`src/rtl/register_universal_pkg.sv`:
```
// Shared operation codes and width limits for the universal working register.
// Imported by the bit slice and the top level.
package register_universal_pkg;

    localparam logic [2:0] MODE_HOLD = 3'b000;
    localparam logic [2:0] MODE_LOAD = 3'b001;
    localparam logic [2:0] MODE_SHL  = 3'b010;
    localparam logic [2:0] MODE_SHR  = 3'b011;
    localparam logic [2:0] MODE_INC  = 3'b100;
    localparam logic [2:0] MODE_DEC  = 3'b101;
    localparam logic [2:0] MODE_CLR  = 3'b110;
    localparam logic [2:0] MODE_RSVD = 3'b111;

    localparam int WIDTH_MIN = 2;
    localparam int WIDTH_MAX = 32;

    // True when the requested operation can change state; reserved code acts as hold.
    function automatic logic mode_active(input logic en, input logic [2:0] mode);
        return en && (mode != MODE_HOLD) && (mode != MODE_RSVD);
    endfunction

endpackage

```
`src/rtl/register_universal_bit.sv`:
```
// One bit of the universal register: next-state mux, half-adder/subtractor slice
// and an async-reset storage cell with dual-rail outputs.
module register_universal_bit
    import register_universal_pkg::*;
#(
    parameter logic RESET_BIT = 1'b0
) (
    input  logic       clk,
    input  logic       rst_n,
    input  logic       en,
    input  logic [2:0] mode,
    input  logic       d,
    input  logic       shl_in,
    input  logic       shr_in,
    input  logic       carry_in,
    output logic       carry_out,
    output logic       q,
    output logic       q_n
);

    logic q_r;
    logic next_bit;
    logic sum_bit;

    // Increment and decrement share the sum bit; only the carry/borrow term differs.
    assign sum_bit   = q_r ^ carry_in;
    assign carry_out = (mode == MODE_DEC) ? (~q_r & carry_in) : (q_r & carry_in);

    always_comb begin
        next_bit = q_r;
        if (en) begin
            case (mode)
                MODE_LOAD: next_bit = d;
                MODE_SHL:  next_bit = shl_in;
                MODE_SHR:  next_bit = shr_in;
                MODE_INC:  next_bit = sum_bit;
                MODE_DEC:  next_bit = sum_bit;
                MODE_CLR:  next_bit = 1'b0;
                default:   next_bit = q_r;
            endcase
        end
    end

    always_ff @(posedge clk or negedge rst_n) begin
        if (!rst_n) begin
            q_r <= RESET_BIT;
        end else begin
            q_r <= next_bit;
        end
    end

    assign q   = q_r;
    assign q_n = ~q_r;

endmodule

```
`src/rtl/register_universal.sv`:
```
// Parametrised general-purpose working register: hold, load (inverted data),
// shifts with serial input, increment/decrement with carry flag, and clear.
module register_universal
    import register_universal_pkg::*;
#(
    parameter int              WIDTH       = 8,
    parameter logic [WIDTH-1:0] RESET_VALUE = '0
) (
    input  logic             Clk,
    input  logic             notRst,
    input  logic             En,
    input  logic [2:0]       Mode,
    input  logic [WIDTH-1:0] notD,
    input  logic             SerIn,
    output logic [WIDTH-1:0] Q,
    output logic [WIDTH-1:0] notQ,
    output logic             Co
);

    logic [WIDTH:0]   carry;
    logic [WIDTH-1:0] load_word;
    logic             co_r;

    assign load_word = ~notD;
    // Incrementing/decrementing by one: the chain starts with a carry/borrow of 1 at the LSB.
    assign carry[0]  = 1'b1;

    for (genvar i = 0; i < WIDTH; i++) begin : g_bit
        logic shl_in;
        logic shr_in;

        if (i == 0) begin : g_lsb
            assign shl_in = SerIn;
        end else begin : g_mid_l
            assign shl_in = Q[i-1];
        end

        if (i == WIDTH - 1) begin : g_msb
            assign shr_in = SerIn;
        end else begin : g_mid_r
            assign shr_in = Q[i+1];
        end

        register_universal_bit #(
            .RESET_BIT (RESET_VALUE[i])
        ) u_bit (
            .clk       (Clk),
            .rst_n     (notRst),
            .en        (En),
            .mode      (Mode),
            .d         (load_word[i]),
            .shl_in    (shl_in),
            .shr_in    (shr_in),
            .carry_in  (carry[i]),
            .carry_out (carry[i+1]),
            .q         (Q[i]),
            .q_n       (notQ[i])
        );
    end

    // Co only moves on operations that change the word; hold, reserved and En=0 keep it.
    always_ff @(posedge Clk or negedge notRst) begin
        if (!notRst) begin
            co_r <= 1'b0;
        end else if (mode_active(En, Mode)) begin
            case (Mode)
                MODE_SHL: co_r <= Q[WIDTH-1];
                MODE_SHR: co_r <= Q[0];
                MODE_INC: co_r <= carry[WIDTH];
                MODE_DEC: co_r <= carry[WIDTH];
                default:  co_r <= 1'b0;
            endcase
        end
    end

    assign Co = co_r;

endmodule

```
`config.mk`:
```
export PLATFORM = sky130hd
export DESIGN_NAME = register_universal
export DESIGN_NICKNAME = d
export VERILOG_FILES = /design/src/rtl/register_universal_pkg.sv /design/src/rtl/register_universal_bit.sv /design/src/rtl/register_universal.sv
export SDC_FILE = /design/constraint.sdc
export NUM_CORES = 1
export LEC_CHECK = 0
export ABC_AREA = 1
export CORE_UTILIZATION = 50
export DETAILED_ROUTE_END_ITERATION = 10
export PLACE_DENSITY = 0.84
export SETUP_SLACK_MARGIN = 0.5
export SYNTH_ARGS = -nofsm -noshare
export SYNTH_HDL_FRONTEND = slang
export SYNTH_SLANG_ARGS = --single-unit
```
`constraint.sdc`:
```
create_clock -name Clk -period 2.7 [get_ports Clk]
set_input_delay 0.81 -clock Clk [delete_from_list [all_inputs] [get_ports Clk]]
set_output_delay 0.81 -clock Clk [all_outputs]
set_load 0.01 [all_outputs]
```
== After elaboration in Yosys (flattened, before gate mapping) ==
Cells that the tools add are included.

* Bits in registers: 9
* Bits of input ports: 15
* Output and inout bits: 17
* Word-level logic and storage cells: 69

* Equality and inequality tests: 7
* Mux-type cells: 17
* Bitwise logic cells: 30
* Reductions and logical operators: 6

{| class="wikitable"
|+ Operators with widths
! cell !! count
|-
| $pmux 1 s5 || 8
|-
| $and 1x1->1 || 14
|-
| $eq 3x3->1 const B || 3
|-
| $mux 1 || 8
|-
| $not 1->1 || 8
|-
| $not 8->8 || 1
|-
| $xor 1x1->1 || 7
|-
| $eq 3x2->1 const B || 2
|-
| $reduce_bool 5->1 || 1
|-
| $eq 3x1->1 const B || 1
|-
| $ne 3x3->1 const B || 1
|-
| $pmux 1 s3 || 1
|-
| $reduce_bool 3->1 || 1
|-
| $logic_and 1x1->1 || 2
|-
| $reduce_and 2->1 || 1
|-
| $reduce_or 2->1 || 1
|}

== Logic depth before layout (Yosys ltp) ==
Gate-level depths: netlist (run 1).

* Depth after elaboration: 17
* Mapped depth: 13
* Gate-level depth less buffers: 13

== By module ==
From an unflattened synthesis (run 1), not the netlist that was laid out.

* Cells, all modules: 281
* Area total of the unflattened synthesis: 1508.9 µm²

{| class="wikitable"
|+ By module, submodules not included
! module !! instances !! cells each !! area each (µm²) !! seq. area each (µm²)
|-
| register_universal_bit || 8 || 31 || 163.9 || 25.0
|-
| register_universal || 1 || 33 || 197.7 || 25.0
|}

== Worst setup path after synthesis (run 1) ==
No wires, ideal clock.

* Path kind: input to register
* Start point: in Mode[2]
* End point: reg g_bit[6].u_bit.q_r
* Library setup time: 0.116 ns
* Arrival: 1.820 ns
* Data required time: 2.584 ns
* Setup slack: 0.763 ns
* Cell stages on the path: 12
* Path buffers: 1
* Cell sequence: buf_6 nand2_4 nor2_2 nand3_2 nand2_4 nand3_4 nor2_4 nand3_1 nand3_1 nand3_1 nand2_1 nand2_1

* Word-level cells in the longest chain between the ends: 14
* Elaborated cells on any way between the ends: 27
* Classes of those cells: 6 x eq/ne; 7 x mux; 11 x bitwise; 3 x reduce/logical

{| class="wikitable"
|+ RTL lines
! what !! line !! text
|-
| start: declaration || register_universal.sv:12 || <nowiki>input logic [2:0] Mode,</nowiki>
|-
| $eq 3x3->1 || register_universal_bit.sv:27, register_universal_bit.sv:32 ||
|-
| $mux 1 || register_universal_bit.sv:27 || <nowiki>assign carry_out = (mode == MODE_DEC) ? (~q_r & carry_in) : (q_r & carry_in);</nowiki>
|-
| $and 1x1->1 || register_universal_bit.sv:27 ||
|-
| $mux 1 || register_universal_bit.sv:27 ||
|-
| $and 1x1->1 || register_universal_bit.sv:27 ||
|-
| $mux 1 || register_universal_bit.sv:27 ||
|-
| $and 1x1->1 || register_universal_bit.sv:27 ||
|-
| $mux 1 || register_universal_bit.sv:27 ||
|-
| $and 1x1->1 || register_universal_bit.sv:27 ||
|-
| $mux 1 || register_universal_bit.sv:27 ||
|-
| $and 1x1->1 || register_universal_bit.sv:27 ||
|-
| $mux 1 || register_universal_bit.sv:27 ||
|-
| $xor 1x1->1 || register_universal_bit.sv:26 || <nowiki>assign sum_bit = q_r ^ carry_in;</nowiki>
|-
| $pmux 1 s5 || register_universal_bit.sv:32 || <nowiki>case (mode)</nowiki>
|-
| end signal: assignment || register_universal_bit.sv:48 || <nowiki>q_r <= next_bit;</nowiki>
|-
| end: declaration || register_universal_bit.sv:21 || <nowiki>logic q_r;</nowiki>
|}

Parallel ways exist; a longest one is shown, timed or not.
A chain may end at the register's enable or synchronous reset.

== Final worst setup path (run 1) ==
* Start point: reg g_bit[1].u_bit.q_r
* End point: out notQ[1]

* Word-level cells in the longest chain between the ends: 1

{| class="wikitable"
|+ RTL lines
! what !! line !! text
|-
| start: declaration || register_universal_bit.sv:21 ||
|-
| start signal: assignment || register_universal_bit.sv:48 ||
|-
| $not 1->1 || register_universal_bit.sv:53 || <nowiki>assign q_n = ~q_r;</nowiki>
|-
| end: declaration || register_universal.sv:16 || <nowiki>output logic [WIDTH-1:0] notQ,</nowiki>
|}

Every way passes these cells.

==> key figures, run 1 <==
Global route
  • Grt ovf: 0
  • Vias in the first global route: 881
  • Overall routing resource usage: 24.7%
  • Initial antenna violation count: 0
  • Largest net degree at the start of global routing: 13
  • First-pass GRT wire length: 3860 µm

Clock tree
  • Clock buffer count from CTS: 3
  • Max clock buf depth: 2
  • Sink Count: 9
  • CTS tree: done
  • Clk Latency, worst-skew pair: 0.27 ns
  • CTS Hold Bufs: 0
  • Register clock-pin slew on the reported worst setup and hold paths: 0.06 ns
  • CTS Root Cell: clkbuf_4
  • CTS H-tree depth: 1

Timing
  • FMAX: between 400 and 500 MHz
  • Final hold slack: 0.516 ns
  • Setup violations, final: 0
  • Final Hold Viols: 0
  • PnR worst setup slack: 0.570 ns
  • TNS Setup: 0 ns
  • Period utilisation layout: 78.9%
  • RSZ-0062 raised after global routing: false
  • Slew headroom: 71.0%
  • Skew final: ~0.0035 ns
  • Worst-Margin Slew: about 0.43 ns
  • Slew Viols, Final: 0
  • Final min period: 2.13 ns

Layout
  • # nets final: 183
  • Area Overhead vs Synth: 27.9%
  • Diode count: 0
  • Share of cells above drive strength 1: around a fifth
  • Cell area after layout: roughly 1300 µm²

Synth
  • Mean post-synth cell area: 7.13 µm²
  • Area contributors post-synth: dfrtp_1 22%, nand2_1 14%, buf_4 12%
  • Netlist cell types: 26
  • Fraction of registers with async set/reset: 100%
  • Synth Flop Type: dfrtp_1
  • Synth Warn #: 0
  • Yosys top cell area share: 21.9%
  • Cell taking the most area after synthesis: dfrtp_1
  • Post-synthesis cell count: 144
  • Post-Syn Area: 1030 µm²
  • Commonest cells post-synth: 38 x nand2_1, 16 x buf_4, 14 x inv_1, 11 x nand3_1, 9 x dfrtp_1
  • Seq/Total Area, Yosys: 21.9%
  • EDFF count, synth: 0
  • Syn_nets: roughly 160
  • Top-count cell post-synth: nand2_1
  • FF+latch count, synth: 9

Die
  • Ports: 32
  • Area of the die: roughly 2200 µm²
  • Core area: between 1500 and 2000 µm²
  • Initial Utilization: 52.9%
  • Die height: 47.3 µm
  • Floorplan row count: 16
  • Die Width: between 40 and 50 µm

Placement
  • Pre-CTS WS: 0.101 ns
  • Port Buf Inserts: 31
  • DP HPWL: 1860 µm
  • Placer congestion estimate: 0.907
  • Area after DPL: 1260 µm²

Routing
  • Met2 WL post-DR: 1190 µm
  • Met3 WL: 219 µm
  • Routed Wire Length: 2500 µm
  • Uppermost layer routed: met4
  • Routed Antenna Nets: 0
  • Detail-routed via count per cell: 5.37
  • Routed vias: 1,042
  • DR DRC count: 0
  • Initial DRC count: 47
  • M1 wire length: 1050 µm
  • First-pass DRT Iterations: 4
  • Wire per inst: 12.9 µm

Outcome
  • Status: finished clean

Power and ir drop
  • Clock power share: 17.2%
  • Sw Pwr: roughly 0.25 mW
  • Cell Int Power: 0.370 mW
  • Maximum VDD drop: 0.279 mV
  • Comb power frac: 50.3%
  • Flop pwr share: 32.5%
  • Sw frac: between 40% and 50%
  • PwrDens: 475 nW/µm²
  • P_leak: 0.588 nW

Worst hold path
  • Worst Hold End: Co$_DFFE_PN0P_
  • Hold_sp: Co$_DFFE_PN0P_
  • WHS Path Cells: 2
  • Worst hold path class: reg -> reg

Worst setup path
  • Critical path required time: 1.89 ns
  • Critical Path Fanout Max: 4
  • Worst R2R Start: g_bit[0].u_bit.q$_DFFE_PN0P_
  • Worst Path Arrival: 1.32 ns
  • Startpoint types: flip-flop
  • R2r endpoint: g_bit[6].u_bit.q$_DFFE_PN0P_
  • FF-to-FF path depth: 10
  • Setup crit start: g_bit[1].u_bit.q$_DFFE_PN0P_
  • CP endpoint kind: primary output
  • Setup Crit Path Kind: reg -> out
  • R2R setup slack: 1.22 ns

Run
  • Maxcap violations: 0
==> power groups by stage <==
stage	registers [mW]	clock network, mW	logic, mW
2_1_floorplan	0.192	0	0.228
3_3_place_gp	0.204	0	0.303
3_5_place_dp	0.204	0	0.307
4_1_cts	0.203	0.113	0.310
5_1_grt	0.206	0.121	0.344
6_report	0.203	0.107	0.314
==> stage by stage <==
step	total power, mW	util [%]	std cells
after floorplan	0.420	-	144
after global placement	0.507	65.0	188
after detailed placement	0.510	65.0	188
after CTS	0.626	66.8	193
after global routing	0.671	67.7	194
final	0.624	67.7	194
==> state kept, by name (all words and copies together), names as in the netlist <==
register       count
Co                 1
g_bit.u_bit.q      8
==> repair_timing <==
item,4_1_cts,5_1_grt
gates resized for setup,14,5
setup endpoints to repair,11,5
setup buffers,1,1
==> layout by cell type, fill, tap and decap left out, drive strengths merged <==
cell           synthesis  routed
a21oi                  3       3
a221oi                 2       2
a22oi                  7       7
a31oi                  1       1
buf                   18       7
clkbuf                 1       4
clkdlybuf4s50          0      22
dfrtp                  9       9
dlygate4sd2            0       6
dlymetal6s2s           0       3
inv                   17      17
nand2                 40      40
nand3                 16      16
nand4                  4       4
nor2                   7       7
o211ai                 6       6
o21ai                  8       8
o21bai                 1       1
o2bb2ai                1       1
xor2                   3       3
==> metal layers <==
| metal | vias to the layer above | track usage (%) |
|---|---|---|
| met3 | 9 | 7.69 |
| met2 | 47 | 39.2 |
| met5 | - | 0 |
| met4 | 0 | 10.3 |
| met1 | 466 | 30.7 |
| li1 | 520 | - |
==> critical path, stage by stage, from the launching register on <==
cell and delay (ns):
dfrtp_2 0.42, inv_2 0.09, clkdlybuf4s50_1 0.54
==> how the worst max path moves through the flow <==
stage / endpoint / slack [ns] / depth (start not counted)
2_1_floorplan: g_bit[6].u_bit.q$_DFFE_PN0P_ / 0.76 / 12
3_3_place_gp: g_bit[6].u_bit.q$_DFFE_PN0P_ / 0.15 / 12
3_5_place_dp: g_bit[6].u_bit.q$_DFFE_PN0P_ / 0.10 / 12
4_1_cts: notQ[5] / 0.51 / 2
5_1_grt: notQ[1] / 0.52 / 2
6_report: notQ[1] / 0.57 / 2
==> layout make-up <==
class,count,area (µm²)
Timing Repair Buffer,38,363
Clock buffer,4,26.3
Multi-Input combinational cell,99,592
Sequential cell,9,235
Inverter,17,63.8
Fill cell,176,628
Tap cell,27,33.8
==> logic make-up after synthesis <==
family / Yosys count / synth area share (%)
compound gates: 29 / 20.1
simple gates: 67 / 35.0
buf+inv: 36 / 20.5
xor+xnor: 3 / 2.56
flops: 9 / 21.9
No activity file was read; power rests on OpenSTA's default activity.
==> run 2, diff against run 1 <==
Settings changed: CORE_UTILIZATION 50 to 42, PLACE_DENSITY 0.84 to 0.75.
Clock period 2.7 ns to 1.8 ns, I/O delays scaled along.
==> key figures, run 2 (same netlist as run 1, synthesis figures left out) <==
Outcome
  • Status: finished clean

Timing
  • Skew final: around 0.0095 ns
  • Slew headroom: 67.3%
  • Final hold slack: 0.494 ns
  • Final min period: 1.60 ns
  • RSZ-0062 raised after global routing: true
  • FMAX: 624 MHz
  • Setup violations, final: 0
  • PnR worst setup slack: 0.197 ns
  • Final Hold Viols: 0
  • Slew Viols, Final: 0
  • Period utilisation layout: 89.0%
  • Worst-Margin Slew: 0.489 ns

Layout
  • Multi-input gate area: 674 µm²
  • # nets final: 227
  • Share of cells above drive strength 1: between 50% and 60%
  • Area Overhead vs Synth: 70.6%
  • Max FFs per register: 8
  • Diode count: 0
  • Leading cell type in the layout, fill and taps excluded: buf_4
  • Most frequent cells in the layout: 38 x buf_4, 30 x nand2_1, 25 x buf_6, 10 x clkdlybuf4s50_1
  • Seq. cell area: around 230 µm²
  • Layout filler cell count: 166

Routing
  • Routed vias: 1,324
  • DR DRC count: 0
  • First-pass DRT Iterations: 4
  • Detail-routed via count per cell: roughly 5.5
  • Initial DRC count: 48
  • Routed Wire Length: roughly 3800 µm
  • Wire per inst: 15.8 µm
  • Routed Antenna Nets: 0

Global route
  • Grt ovf: 0
  • GR Layer Usage met2: 52.8%
  • M3 GR Usage: 3.87%
  • Overall routing resource usage: 28.6%
  • Met1 Usage GRT: about a third
  • Most used routing layer: met2
  • Largest net degree at the start of global routing: 10
  • Vias in the first global route: 1,239
  • First-pass GRT wire length: around 5500 µm
  • Initial antenna violation count: 0

Placement
  • Port Buf Inserts: 31
  • Pre-CTS WS: -0.513 ns
  • DP HPWL: 2130 µm
  • Placer congestion estimate: 0.909

Worst setup path
  • Critical Path Fanout Max: 2
  • Startpoint types: flip-flop
  • CP endpoint kind: primary output
  • Setup Crit Path Kind: reg -> out
  • Critical path required time: between 1 and 1.5 ns
  • FF-to-FF path depth: 12
  • Worst Path Arrival: approximately 1.1 ns

Clock tree
  • Register clock-pin slew on the reported worst setup and hold paths: 0.08 ns
  • Clk Latency, worst-skew pair: between 0.2 and 0.3 ns
  • Clock buffer count from CTS: 3
  • Max clock buf depth: 2
  • CTS H-tree depth: 1
  • CTS Root Cell: clkbuf_4
  • CTS tree: done
  • CTS Hold Bufs: 0
  • Sink Count: 9

Die
  • Ports: 32
  • Area of the die: 2650 µm²
  • Floorplan row count: 17
  • Die height: 51.5 µm
  • Initial Utilization: 45.6%
  • Core area: 2250 µm²
  • Die Width: 51.5 µm

Run
  • Maxcap violations: 0

Power and ir drop
  • Power Total: around 1.3 mW
  • P_leak: ~0.83 nW
  • PwrDens: 724 nW/µm²
  • Maximum VDD drop: 0.641 mV

Worst hold path
  • Worst hold path class: reg -> reg
  • WHS Path Cells: 2
run 2: cell types whose count changed in the layout (fill, tap and decap cells not counted), moves of 6 or more:
cell             delta
buf_4              +31
buf_6              +25
clkdlybuf4s50_1    -12
inv_1               -8
nand2_1             -8
nand2_2             +7
buf_2               +6
run 2: critical path, stage by stage (launching register included):
cell	delay, ns
dfrtp_2	0.42
buf_6	0.13
inv_4	0.04
buf_4	0.10
buf_6	0.09
run 2: metal layers:
layer	vias to the layer above	wire length, µm
met5	-	0
met4	0	140
met3	20	276
met2	77	1860
met1	616	1500
li1	611	-
run 2: path summary, 6_finish.rpt:
path	to	from	slack, ns
min reg2reg	Co$_DFFE_PN0P_	Co$_DFFE_PN0P_	0.49
min	Co$_DFFE_PN0P_	Co$_DFFE_PN0P_	0.49
max reg2reg	g_bit[7].u_bit.q$_DFFE_PN0P_	g_bit[0].u_bit.q$_DFFE_PN0P_	0.24
max in group asynchronous	g_bit[6].u_bit.q$_DFFE_PN0P_	notRst	0.86
max	notQ[0]	g_bit[0].u_bit.q$_DFFE_PN0P_	0.20
min in group asynchronous	g_bit[3].u_bit.q$_DFFE_PN0P_	notRst	0.58
run 2: cell type report:
class                           instances  area share, %
Inverter                               17           4.28
Timing Repair inverter                  1          0.428
Multi-Input combinational cell        100           38.5
Timing Repair Buffer                   80           40.3
Clock buffer                            4           1.50
Tap cell                               28           2.00
Sequential cell                         9           13.1
run 2: what timing repair did:
item / CTS / global route
resized for setup: 136 / 14
buffers inserted: 19 / 5
endpoints found under the setup margin: 26 / 26
cloned: 2 / 0
pin swaps: 18 / 18
run 2: power by group:
part / switching [mW] / internal [mW]
Clock: 0.0981 / 0.0862
Combinational: 0.394 / 0.416
Sequential: 0.0354 / 0.239
run 2: through the flow:
step | util [%] | TNS (ns) | cells | cell area (µm²)
after floorplan | - | 0 | 144 | 1050
after global placement | 63.0 | -3.69 | 209 | 1420
final | 77.7 | 0 | 239 | 1750
after detailed placement | 63.0 | -4.27 | 209 | 1420
after CTS | 74.1 | 0 | 234 | 1670
after global routing | 77.7 | 0 | 239 | 1750
==> run 3, diff against run 2 <==
Settings changed: ABC_CLOCK_PERIOD_IN_PS from default to 1800, CAP_MARGIN from default to 10, SKIP_LAST_GASP from default to 1.
==> results of run 3 <==
No change in the layout: final DEF, timing and power equal those of run 2.
==> RTL change, RTL diff (settings of run 2) <==
Change the parameter `WIDTH` from 8 to 12.
--- a/src/rtl/register_universal.sv
+++ b/src/rtl/register_universal.sv
@@ -3,7 +3,7 @@
 module register_universal
     import register_universal_pkg::*;
 #(
-    parameter int              WIDTH       = 8,
+    parameter int              WIDTH       = 12,
     parameter logic [WIDTH-1:0] RESET_VALUE = '0
 ) (
     input  logic             Clk,
Ports: changed (resized Q, notD and notQ); port bits go from 32 to 44. No check against the original RTL was run, so the function may have changed too.
==> RTL change against run 2 <==
Design area is 34% higher. Clock power is 9% higher. Via count is 30% higher. Total power is 36% higher. Routed wire length is 22% higher. Sequential power is 48% higher. Synthesized area is 36% higher. Fmax is 4.4% lower. Sequential cell count is 4 higher. Worst setup slack worse by 73 ps. Highest routed layer unchanged.
==> RTL change: results (changes against run 2) <==
| Metric | Value |
|---|---|
| Status | finished clean (unchanged) |
| Wire length of the first global-routing pass | 7182 µm (was 5513 µm) |
| Vias in the first global route | 1597 (was 1239) |
| Synthesis warning total | 0 (unchanged) |
| Area after DPL | 1938 µm² (was 1421 µm²) |
| 1st-iter DRT viols | 90 (was 48) |
| Number of diodes | 0 (unchanged) |
| DP Cell Count | 294 (was 209) |
| Critical Path AT | 1910 ps (was 1060 ps) |
| DRT Pass-1 Iters | 4 (unchanged) |
| Ratio of cells with drive above 1 in the final layout | 48.44% (was 55.45%) |
| Worst-case clock buffer depth | 2 (unchanged) |
| Synth async-reset ratio | 100.0% (unchanged) |
| Register-to-Register Path Depth | 12 (unchanged) |
| Mux contribution to synthesized area | 0% (unchanged) |
| Antenna violations before repair | 0 (unchanged) |
| Hold Fails Final Rpt | 0 (unchanged) |
| Place WS | -651.6 ps (was -513.2 ps) |
| Final wirelength | 4594 µm (was 3778 µm) |
| Leakage power | 1.144 nW (was 0.8250 nW) |
| H-tree depth | 1 (unchanged) |
| Post-synth top cells | 61 x nand2_1, 25 x buf_4, 19 x inv_1, 19 x nand3_1 (was 38 x nand2_1, 16 x buf_4, 14 x inv_1, 11 x nand3_1, 9 x dfrtp_1) |
| Main synth FF type | dfrtp_1 (unchanged) |
| Max FFs per register | 12 (was 8) |
| Area contributors post-synth | dfrtp_1 23%, nand2_1 16%, buf_4 13% (was dfrtp_1 22%, nand2_1 14%, buf_4 12%) |
| Worst-path clk slew | 90 ps |
| Crit Path Max Fanout | 7 (was 2) |
| Kind of critical path | input pin to flop (was flop to output pin) |
| Clk_skew | 2.985 ps (was 9.475 ps) |
| Synth Instances | 206 (was 144) |
| Post-synthesis sequential area ratio | 23.30% (was 21.92%) |
| Synth Area in Adders | 0% (unchanged) |
| CP endpoint | g_bit[11].u_bit.q (was notQ[0]) |
| Worst hold path type | flop to flop (unchanged) |
| Slew Limit Headroom | 76.63% (was 67.32%) |
| Routability cong. | 0.8863 (was 0.9088) |
| Worst-Skew Late Latency | 290 ps (about the same) |
| Netlist cell types | 26 (unchanged) |
| Final HPWL DP | 2833 µm (was 2126 µm) |
| PortBufs | 43 (was 31) |
| Layout Nets | 309 (was 227) |
| Setup slack after layout | 124.0 ps (was 197.4 ps) |
| CTS Root Cell | clkbuf_4 (unchanged) |
| Max VDD drop | 447.8 µV (was 640.6 µV) |
| Synth Net Count | 225 (was 159) |
| CTS Hold Buffers Added | 0 (unchanged) |
| Vias per inst | 5.177 (was 5.540) |
| Beginning of the critical path | Mode[0] (was g_bit[0].u_bit.q) |
| Non-Filler Instances | 333 (was 239) |
| CTS buffer count | 3 (unchanged) |
| Synth Area in Compound Gates | 18.28% (was 20.10%) |
| Worst R2R Start | g_bit[1].u_bit.q (was g_bit[0].u_bit.q) |
| Flop-to-flop setup slack | 130 ps (was 240 ps) |
| XOR/XNOR Fraction of Synth Area | 2.509% (was 2.558%) |
| Largest net degree at the start of global routing | 14 (was 10) |
| GR Util All Layers | 26.79% (was 28.57%) |
## RTL change: kinds of logic (layout without fill, tap and decap cells)
kind of cell    count (synthesis)  after routing
flops                          13             13
compound gates                 40             40
simple gates                   99             99
xor+xnor                        4              4
buf+inv                        50            133
## RTL change: how the worst min path moves through the flow
stage | from | end | slack, ps | depth (start not counted)
floorplan | notRst | Co | 240 | 0
global placement | Co | Co | 470 | 2
detailed placement | Co | Co | 470 | 2
CTS | Co | Co | 490 | 2
global route | Co | Co | 520 | 2
finish | Co | Co | 490 | 2
## RTL change: per-layer routing
layer	part of all wire (%)	track usage, %
met3	5.1	4.113
met5	0	0
met2	51	44.92
met1	42	33.51
met4	1.2	12.62
## RTL change: power by group
group / total [mW] / switching, mW / internal [mW]
sequential: 0.406 / 0.0569 / 0.349
combinational: 1.12 / 0.514 / 0.603
clock: 0.200 / 0.113 / 0.0863
total: 1.72 / 0.684 / 1.04
## RTL change: timing repair
action                                  in CTS  in global routing
gates resized for setup                    174                 22
pin swaps                                   23                 24
endpoints found under the setup margin      38                 38
setup buffers                               23                 12
## RTL change: cell type report
type / count / area (µm²)
inverters: 20 / 85.08
flip-flops and latches: 13 / 330.3
multi-input cells: 143 / 847.1
clock buffers: 4 / 26.28
well taps: 44 / 55.05
fillers: 236 / 752.0
repair buffers: 109 / 1007
## RTL change: critical path: stages
cell	delay, ps
buf_6	110
buf_6	120
nand4_1	170
nand2_4	100
nor2_8	130
nand3_4	100
nor2_4	200
nand3_2	100
nand2_1	90
nand3_1	70
nand2_1	70
nand2_1	50
nand2_1	50
